--- config.mk ---
export PLATFORM = sky130hd
export DESIGN_NAME = sim_exit_ctrl
export DESIGN_NICKNAME = d
export VERILOG_FILES = /design/src/rtl/sim_exit_ctrl.sv
export SDC_FILE = /design/constraint.sdc
export NUM_CORES = 1
export LEC_CHECK = 0
export ABC_AREA = 1
export BUFFER_PORTS_ARGS = -buffer_cell sky130_fd_sc_hd__buf_4
export CAP_MARGIN = 5
export CORE_AREA = 2 2 181 130
export DETAILED_ROUTE_END_ITERATION = 10
export DIE_AREA = 0 0 183 132
export PLACE_DENSITY = 0.76
export SLEW_MARGIN = 15
export SYNTH_ARGS = -nofsm -noshare
export SYNTH_HDL_FRONTEND = slang
export SYNTH_SLANG_ARGS = --single-unit
export TNS_END_PERCENT = 20
--- constraint.sdc ---
create_clock -name clk_i -period 1.9 [get_ports clk_i]
set_input_delay 0.19 -clock clk_i [delete_from_list [all_inputs] [get_ports clk_i]]
set_output_delay 0.19 -clock clk_i [all_outputs]
set_load 0.02 [all_outputs]
--- src/rtl/sim_exit_ctrl.sv ---
// Simulation exit controller: a small register slave that lets software or a cycle
// watchdog request the end of simulation and report an exit code.
module sim_exit_ctrl #(
  parameter logic [31:0] TIMEOUT_CODE = 32'hFFFF_FFFF,
  parameter int unsigned ADDR_W       = 32
) (
  input  logic              clk_i,
  input  logic              rst_i,
  input  logic              req_i,
  output logic              gnt_o,
  input  logic [ADDR_W-1:0] addr_i,
  input  logic              we_i,
  input  logic [3:0]        be_i,
  input  logic [31:0]       wdata_i,
  output logic              rvalid_o,
  output logic [31:0]       rdata_o,
  output logic              exit_valid_o,
  output logic [31:0]       exit_value_o
);

  localparam int unsigned DATA_W = 32;
  localparam int unsigned CNT_W  = 64;

  localparam logic [2:0] IDX_EXIT_CTRL  = 3'd0;
  localparam logic [2:0] IDX_EXIT_VALUE = 3'd1;
  localparam logic [2:0] IDX_CYCLE_LO   = 3'd2;
  localparam logic [2:0] IDX_CYCLE_HI   = 3'd3;
  localparam logic [2:0] IDX_MAXCYCLES  = 3'd4;
  localparam logic [2:0] IDX_STATUS     = 3'd5;

  logic [CNT_W-1:0]  r_cycle;
  logic [DATA_W-1:0] r_snap_hi;
  logic [DATA_W-1:0] r_exit_value;
  logic [DATA_W-1:0] r_maxcycles;
  logic              r_exit_valid;
  logic              r_timeout;
  logic              r_rvalid;
  logic [DATA_W-1:0] r_rdata;

  logic [2:0]        w_idx;
  logic              w_wr;
  logic              w_rd;
  logic              w_sw_exit;
  logic              w_timeout;
  logic [DATA_W-1:0] w_mask;
  logic [DATA_W-1:0] w_rdata;
  logic              w_addr_unused;

  assign w_idx         = addr_i[4:2];
  assign w_addr_unused = ^{addr_i[ADDR_W-1:5], addr_i[1:0]};
  assign w_wr          = req_i & we_i;
  assign w_rd          = req_i & ~we_i;
  assign w_mask        = {{8{be_i[3]}}, {8{be_i[2]}}, {8{be_i[1]}}, {8{be_i[0]}}};
  assign w_sw_exit     = w_wr && (w_idx == IDX_EXIT_CTRL) && be_i[0] && wdata_i[0];
  assign w_timeout     = (r_maxcycles != '0) && (r_cycle[DATA_W-1:0] >= r_maxcycles)
                         && !r_exit_valid;

  // Read data selection; EXIT_CTRL and unmapped words read as zero
  always_comb begin
    w_rdata = '0;
    unique case (w_idx)
      IDX_EXIT_VALUE: w_rdata = r_exit_value;
      IDX_CYCLE_LO:   w_rdata = r_cycle[DATA_W-1:0];
      IDX_CYCLE_HI:   w_rdata = r_snap_hi;
      IDX_MAXCYCLES:  w_rdata = r_maxcycles;
      IDX_STATUS:     w_rdata = DATA_W'({r_timeout, r_exit_valid});
      default:        w_rdata = '0;
    endcase
  end

  always_ff @(posedge clk_i) begin
    if (rst_i) begin
      r_cycle      <= '0;
      r_snap_hi    <= '0;
      r_exit_value <= '0;
      r_maxcycles  <= '0;
      r_exit_valid <= 1'b0;
      r_timeout    <= 1'b0;
      r_rvalid     <= 1'b0;
      r_rdata      <= '0;
    end else begin
      r_cycle  <= r_cycle + CNT_W'(1);
      r_rvalid <= req_i;
      r_rdata  <= w_rd ? w_rdata : '0;

      // Reading the low word latches the high word so a LO/HI pair is coherent
      if (w_rd && (w_idx == IDX_CYCLE_LO)) begin
        r_snap_hi <= r_cycle[CNT_W-1:DATA_W];
      end

      if (w_wr && (w_idx == IDX_MAXCYCLES)) begin
        r_maxcycles <= (r_maxcycles & ~w_mask) | (wdata_i & w_mask);
      end

      // Software exit beats the watchdog; once exited, value and cause are frozen
      if (!r_exit_valid) begin
        if (w_sw_exit) begin
          r_exit_valid <= 1'b1;
        end else if (w_timeout) begin
          r_exit_valid <= 1'b1;
          r_timeout    <= 1'b1;
          r_exit_value <= TIMEOUT_CODE;
        end else if (w_wr && (w_idx == IDX_EXIT_VALUE)) begin
          r_exit_value <= (r_exit_value & ~w_mask) | (wdata_i & w_mask);
        end
      end
    end
  end

  assign gnt_o        = req_i;
  assign rvalid_o     = r_rvalid;
  assign rdata_o      = r_rdata;
  assign exit_valid_o = r_exit_valid;
  assign exit_value_o = r_exit_value;

endmodule

### After elaboration in Yosys (flattened, before gate mapping)

Index checks and enable logic that the tools add are counted.

| operators by class | value |
|---|---|
| $add $sub $neg | 1 |
| magnitude comparators | 1 |
| equal/unequal tests | 5 |
| mux-type cells | 6 |
| bitwise logic cells | 12 |
| reduce and logical (&&, ||, !) cells | 15 |

Operator list:

| kind | number |
|---|---|
| one-hot mux 32 bit (5 select lines) | 1 |
| bitwise AND 32 bit | 3 |
| adder 64 x 1 -> 64 bit (second input constant) | 1 |
| 2-to-1 mux 32 bit | 2 |
| bitwise OR 32 bit | 2 |
| >= comparator 32 bit | 1 |
| NOT 32 bit | 1 |
| nonzero test 32 bit | 1 |
| logical AND 1 bit | 8 |
| == test 3 x 2 -> 1 bit (second input constant) | 2 |
| == test 3 bit (second input constant) | 2 |
| AND reduction 3 bit | 2 |
| NOT 1 bit | 4 |
| == test 3 x 1 -> 1 bit (second input constant) | 1 |
| zero test 3 bit | 1 |
| 2-to-1 mux 1 bit | 3 |
| bitwise AND 1 bit | 2 |
| nonzero test 2 bit | 1 |
| OR reduction 2 bit | 1 |
| zero test 1 bit | 1 |

| word-level totals | value |
|---|---|
| bits in registers | 195 |
| bits of input ports | 72 |
| output and inout port bits | 67 |
| word-level logic and storage cells | 48 |

### Logic depth before layout (Yosys ltp)

Gate-level depths: netlist (run 1).

| depth | value |
|---|---|
| depth after elaboration | 6 |
| mapped depth | 19 |
| mapped depth without buffers | 18 |

### Least setup slack after synthesis (run 1)

No wires, ideal clock.

| path | value |
|---|---|
| path type | reg2reg |
| start point | register with a tool-made name |
| end point | register r_exit_value[18] (netlist: exit_value_o[18]) |
| setup time | 0.132 ns |
| arrival | 1.773 ns |
| data required time | 1.768 ns |
| slack | -0.005 ns |
| cell stages (with the launch flop) | 17 |
| path buffers | 1 |
| period minus slack after synthesis | 1.905 ns |
| cells stage by stage | dfxtp_1 > inv_1 > ha_1 > nand2_1 > nor2_1 > nand2_1 > nor2_1 > nor2_1 > nand2_1 > nand2_1 > nand2_1 > nand2_1 > nand2_1 > nand2_1 > buf_2 > nand2_1 > a21oi_1 |

RTL lines:

| item | RTL line | text |
|---|---|---|
| to (signal assigned) | 104 | `r_exit_value <= (r_exit_value & ~w_mask) \| (wdata_i & w_mask);` |
| to (decl) | 33 | `logic [DATA_W-1:0] r_exit_value;` |

==> run metrics, run 1 <==
total CTS buffers=17; final slew viol count=0; Tcrit/Tclk final=117.0%; die area=24160 um2; Pre-antenna DRT Iters=5; H-tree depth=4; Seq/Total Area, Yosys=39.42%; met2 usage=42.28%; area of placed instances=12310 um2; most frequent cell after synthesis=nand2_1; final WL=34640 um; Avg Cell Area, Syn=7.078 um2; gr usage total=28.18%; Initial Util=44.34%; RSZ-0062 raised after global routing=true; hold_ws=0.02174 ns; residual DRC count=0; crit path kind=reg2reg; Area contributors post-synth=dfxtp_1 (39%), a21oi_1 (9.4%), nand2_1 (8.0%), inv_1 (7.0%), nor2_1 (6.0%); Total Neg Setup Slack=-10.73 ns; initial drt markers=1180; P per Cell Area=735.5 nW/um2; post-route setup slack=-0.3228 ns; Synth Flop Type=dfxtp_1; number of flops mapped to enable cells by yosys=0; Worst-path clk slew=0.08 ns; synthesized flop and latch total=195; net count reported at finish=1769; largest net degree at the start of global routing=78; top cells by count, synth=nand2_1 (210), dfxtp_1 (195), a21oi_1 (185), inv_1 (184), nor2_1 (158); Slew @ Worst Pin=1.091 ns; share of cells above drive strength 1=31.78%; Cells after Synth=1399; mapped cell area=9902 um2; CP Max Fanout=8; Ys Warns=0; failing checks=setup timing; worst-skew pair later-pin latency=0.46 ns; first-pass GRT wire length=54030 um; Fin. Hold Viols=0; Synth async-reset ratio=0%; Leak=5.599 nW; Vias=10970; Die X=183 um; dpl hpwl=25210 um; Setup crit end kind=flop; die span in y=132 um; Max VDD drop=668.4 uV; pre-CTS setup slack=-0.3110 ns; area delta synth->final=37.81%; # IOs=139; Yosys cell types=47; PortBufs=109; met3 usage=6.354%; met1 usage in global routing=40.42%; family with the most delay on the worst path=simple AND/OR/NAND/NOR gates; GPL Wtd Cong=0.9199; Yosys top cell by area=dfxtp_1; Placed Cells=1922; slowest CP cell=dfxtp_1; hold depth=3; Via-to-Cell Ratio=5.585; Max Cap Viol=0; Peak Freq=449.9 MHz; initial antenna violation count=0; min Tclk post-route=2.223 ns; Bufs and invs on worst path=2; number of fill cells=1968; Routed Antenna Nets=0; Worst R2R Path Depth=16; n_diodes=0; CTS tree=done; clock skew=0.01506 ns; core area=22330 um2; CTS max path bufs=2; most used routing layer=met2; Critical Path Most Common Cell=nand2_2; vias in the first global route=10060; Congestion Overflow GR=0; Clock Tree Root=clkbuf_16; final setup violation count=49; CP Data Required Time=2.28 ns; CP max stage delay=0.33 ns; critical path arrival=2.60 ns; post-synth top area share=39.42%; crit start category=flop; final instance area=13650 um2; WL/cell=17.63 um; crit-path cells=inv_1 > ha_1 > nand2_2 > a21oi_1 > nor2_1 > nand2_1 > nor2_1 > nand2_2 > nand2_1 > nand2_2 > nand2_2 > nand2_4 > nand2_8 > buf_12 > nand2_2 > a21oi_1; row cnt=46; status=finished, violations left; post-synth net total=1504; clock sink count=195; Levels on crit path=16; non-filler cells, final=1965; Relative slew margins=27.30%; Hold/Removal Path Class=in2reg
==> placed cells by master, fill, tap and decap left out, types with 8 or more instances in the layout <==
cell | netlist | final
o21ai_0 | 81 | 79
inv_2 | 14 | 23
nand4_1 | 34 | 34
nor2_4 | 5 | 12
nor2_2 | 5 | 15
ha_4 | 0 | 8
o22ai_1 | 31 | 31
dfxtp_2 | 0 | 27
nand2_2 | 5 | 33
clkbuf_16 | 0 | 17
nand2_4 | 2 | 13
a221oi_1 | 31 | 31
o21a_1 | 9 | 9
inv_1 | 184 | 175
nor3_2 | 7 | 20
a21oi_1 | 185 | 169
buf_12 | 0 | 8
ha_1 | 33 | 24
nand3_1 | 52 | 49
nand2_1 | 210 | 170
dfxtp_1 | 195 | 166
buf_4 | 1 | 295
a21oi_2 | 0 | 16
nor3_1 | 45 | 32
nor2_1 | 158 | 141
==> area by class of cell <==
| class | count | area [um2] | area share [%] |
|---|---|---|---|
| Multi-Input combinational cell | 942 | 5549 | 40.67 |
| Sequential cell | 195 | 3945 | 28.91 |
| Clock buffer | 17 | 425.4 | 3.118 |
| Clock inverter | 15 | 156.4 | 1.146 |
| Timing Repair Buffer | 309 | 2461 | 18.04 |
| Inverter | 199 | 748.2 | 5.483 |
| Tap cell | 288 | 360.3 | 2.641 |
==> worst paths after layout <==
path	slack, ns	start	to
worst max-delay path	-0.32	flop	exit_value_o[1]
worst min-delay path	0.02	wdata_i[20]	flop
worst max register to register	-0.32	flop	exit_value_o[1]
worst min register to register	0.46	r_snap_hi[29]	r_snap_hi[29]
==> repair_timing <==
action	in CTS	in global routing
gates resized for setup	91	93
setup buffers	4	3
endpoints found under the hold margin	1	0
setup endpoints to repair	64	74
gates cloned	3	0
hold buffers	1	0
pin swaps	26	20
==> power by group <==
part	total (W)	switching [W]	internal [W]
Sequential	0.00439	0.000152	0.00424
Combinational	0.00200	0.00120	0.000793
Clock	0.00365	0.00188	0.00177
==> stage by stage <==
| stage | total power (W) | utilization [%] |
|---|---|---|
| finish | 0.01004 | 61.10 |
| detailed placement | 0.006034 | 55.13 |
| floorplan | 0.005377 | - |
| CTS | 0.009855 | 59.49 |
| global route | 0.01035 | 61.10 |
| global placement | 0.005998 | 55.13 |
==> per-layer routing <==
metal  vias up  wire length, um
met2       512            14820
li1       5222                -
met4         0              826
met1      5171            15790
met3        69             3201
met5         -                0
==> kinds of logic (layout without fill, tap and decap cells) <==
logic type,Yosys count,count (layout),synth area share (%)
DFF,195,195,39.42
AOI/OAI and AO/OA,349,349,19.64
and+or+nand+nor,555,555,26.24
adders and majority gates,33,33,4.170
xor gates and xnor gates,3,3,0.2654
buffers and inverters,262,540,10.06
muxes,2,2,0.2022
==> worst register-to-register path, stage by stage (launching register included) <==
cell	delay, ns
dfxtp_1	0.33
inv_1	0.06
ha_1	0.28
nand2_2	0.09
a21oi_1	0.04
nor2_1	0.13
nand2_1	0.10
nor2_1	0.15
nand2_2	0.09
nand2_1	0.08
nand2_2	0.08
nand2_2	0.09
nand2_4	0.10
nand2_8	0.17
buf_12	0.16
nand2_2	0.05
a21oi_1	0.14
(Power assumes the default switching activity.)
==> run 2, diff against run 1 <==
- ABC_AREA: 1 -> default
- CORE_AREA: 2 2 181 130 -> 2 2 171 123
- CTS_CLUSTER_SIZE: default -> 40
- DIE_AREA: 0 0 183 132 -> 0 0 173 125
==> run 2 against run 1 <==
Net effect:
- the run still ends with setup timing left
- area after synthesis shrank 11%
- routed wire length decreased by 11%
- first-iteration DRC count shrank 5.4%
- clock-buffer cell count grew 3
- utilization up 2.0 points
- combinational power shrank 32%
- critical path type unchanged
==> run metrics, run 2 <==
post-synthesis compound-gate area fraction=17.29%; Yosys cell types=51; Hold/Removal Path Class=in2reg; Tcrit/Tclk final=132.0%; CP Max Fanout=8; row cnt=44; commonest non-fill, non-tap cell in the layout=buf_4; Relative slew margins=62.47%; die area=21630 um2; Peak Freq=398.8 MHz; CTS tree=done; final slew viol count=0; area delta synth->final=43.71%; Hold Crit Start=wdata_i[15]; WL/cell=19.18 um; vias in the first global route=9132; area of the multi-input gates=4917 um2; slowest CP cell=nor4_4; total power draw=0.009418 W; crit start category=flop; Congestion Overflow GR=0; Cells after Synth=1063; clock skew=0.01238 ns; die span in y=125 um; total CTS buffers=17; Ys Warns=0; initial drt markers=1116; status=finished, violations left; CP max stage delay=0.36 ns; Worst-path clk slew=0.07 ns; Max Cap Viol=0; CP Data Required Time=2.26 ns; post-synth top area share=44.15%; initial antenna violation count=0; Via-to-Cell Ratio=5.826; Seq/Total Area, Yosys=44.15%; first-pass GRT wire length=47780 um; Leak=5.014 nW; failing checks=setup timing; Synth async-reset ratio=0%; Avg Cell Area, Syn=8.318 um2; critical path arrival=2.86 ns; Fin. Hold Viols=0; mapped cell area=8842 um2; r2r endpoint=exit_value_o[27]; R2R setup slack=-0.61 ns; Area contributors post-synth=dfxtp_1 (44%), a21oi_1 (7.1%), nand2_1 (5.7%), a22oi_1 (5.3%), ha_1 (4.7%); n_diodes=0; most frequent cells in the layout=buf_4 (260), dfxtp_1 (166), nand2_1 (130); post-route setup slack=-0.6072 ns; Storage cell area=3948 um2; final WL=30850 um; Pre-antenna DRT Iters=9; synthesized flop and latch total=195; P per Cell Area=741.2 nW/um2; hold_ws=0.01043 ns; logic gate share of total power=14.5%; PortBufs=109; worst-skew pair later-pin latency=0.45 ns; Routed Antenna Nets=0; post-synthesis xor/xnor area fraction=4.953%; post-synth net total=1168; clock sink count=195; Sequential Power Share=46.2%; # IOs=139; top cells by count, synth=dfxtp_1 (195), nand2_1 (134), a21oi_1 (125), inv_1 (108), nor2_1 (69); final setup violation count=66; Clk network pwr share=39.3%; Slew @ Worst Pin=0.5629 ns; largest family of logic cells by synthesized area=simple AND/OR/NAND/NOR gates; gr usage total=27.68%; net count reported at finish=1424; Setup crit end kind=flop; Max VDD drop=669.8 uV; dpl hpwl=20010 um; residual DRC count=0; crit path kind=reg2reg; Yosys top cell by area=dfxtp_1; CTS max path bufs=2; Initial Util=43.88%; Sw Pwr=0.002489 W; Post-Synth Adder-Cell Area=4.670%; hold_buf cts=0; crit-path cells=inv_2 > ha_4 > nand4_1 > nor4_4 > o211ai_1 > buf_4 > a211oi_4 > buf_6 > nor3b_4 > buf_12 > a221oi_4; number of fill cells=1549; Sw Ratio=26.43%; core area=20150 um2; Die X=173 um; Clock Tree Root=clkbuf_16; min Tclk post-route=2.507 ns; Simple-Gate Fraction of Synth Area=20.87%; share of cells above drive strength 1=34.68%; Int Pwr=0.006929 W; most frequent cell after synthesis=dfxtp_1; Worst R2R Path Depth=11; Synth Flop Type=dfxtp_1; H-tree depth=4; Vias=9369; largest net degree at the start of global routing=66; mux share of post-synthesis cell area=0.4811%; hold depth=3; RSZ-0062 raised after global routing=true; GPL Wtd Cong=0.9260; number of flops mapped to enable cells by yosys=0
## run 2: worst max path at each step
stage,endpoint,slack (ns),cells past startpoint
6_report,exit_value_o[27],-0.61,11
5_1_grt,exit_value_o[27],-0.68,11
4_1_cts,exit_value_o[17],-0.49,11
3_5_place_dp,exit_value_o[28],-0.74,9
3_3_place_gp,exit_value_o[20],-0.59,9
2_1_floorplan,r_cycle[63],-0.35,8
## run 2: power by group through the flow
stage	clock [W]	combinational, W	sequential (W)
after global placement	0	0.00101	0.00443
after floorplan	0	0.000406	0.00455
final	0.00371	0.00136	0.00435
after global routing	0.00391	0.00142	0.00436
after CTS	0.00371	0.00128	0.00434
after detailed placement	0	0.00104	0.00443
## run 2: logic make-up (layout without fill, tap and decap cells)
logic type / Yosys count / in the layout
xor+xnor: 50 / 50
simple gates: 370 / 370
compound gates: 244 / 244
flops: 195 / 195
buf+inv: 167 / 436
fa+ha+maj: 33 / 33
mux: 4 / 4
## run 2: final cells by class
cell class	instances	share of cell area, %
clock buffer	20	3.761
multi-input combinational	701	38.70
clock inverter	12	1.004
timing repair buffer	295	19.43
tap	276	2.718
sequential	195	31.07
inverter	109	3.328
## run 2: timing repair
| item | 4_1_cts | 5_1_grt |
|---|---|---|
| setup endpoints to repair | 76 | 79 |
| buffers inserted | 20 | 6 |
| resized for setup | 93 | 38 |
| pin swaps | 47 | 26 |
| hold endpoints to repair | 0 | 0 |
## run 2: stage by stage
| step | cells | instance area, um2 | util, % | TNS [ns] | setup slack (ns) |
|---|---|---|---|---|---|
| 3_5_place_dp | 1557 | 11240 | 55.77 | -27.48 | -0.7394 |
| 3_3_place_gp | 1557 | 11240 | 55.77 | -23.52 | -0.5921 |
| 5_1_grt | 1608 | 12710 | 63.07 | -27.62 | -0.6784 |
| 2_1_floorplan | 1063 | 8980 | - | -10.26 | -0.3477 |
| 6_report | 1608 | 12710 | 63.07 | -21.76 | -0.6072 |
| 4_1_cts | 1605 | 12510 | 62.08 | -18.57 | -0.4891 |
## run 2: worst max-delay path, delay by kind of cell, from the launching register on
kind / cells / cell delay, ns
buffers and inverters: 4 / 0.54
AOI/OAI and AO/OA: 3 / 0.67
adders and majority gates: 1 / 0.26
DFF: 1 / 0.34
and+or+nand+nor: 3 / 0.59
## run 2: routing by layer
metal | share of wire, % | GRT usage [%]
met5 | 0 | 0
met2 | 46 | 43.98
met1 | 40 | 35.76
met3 | 9.8 | 6.052
met4 | 4.5 | 13.76
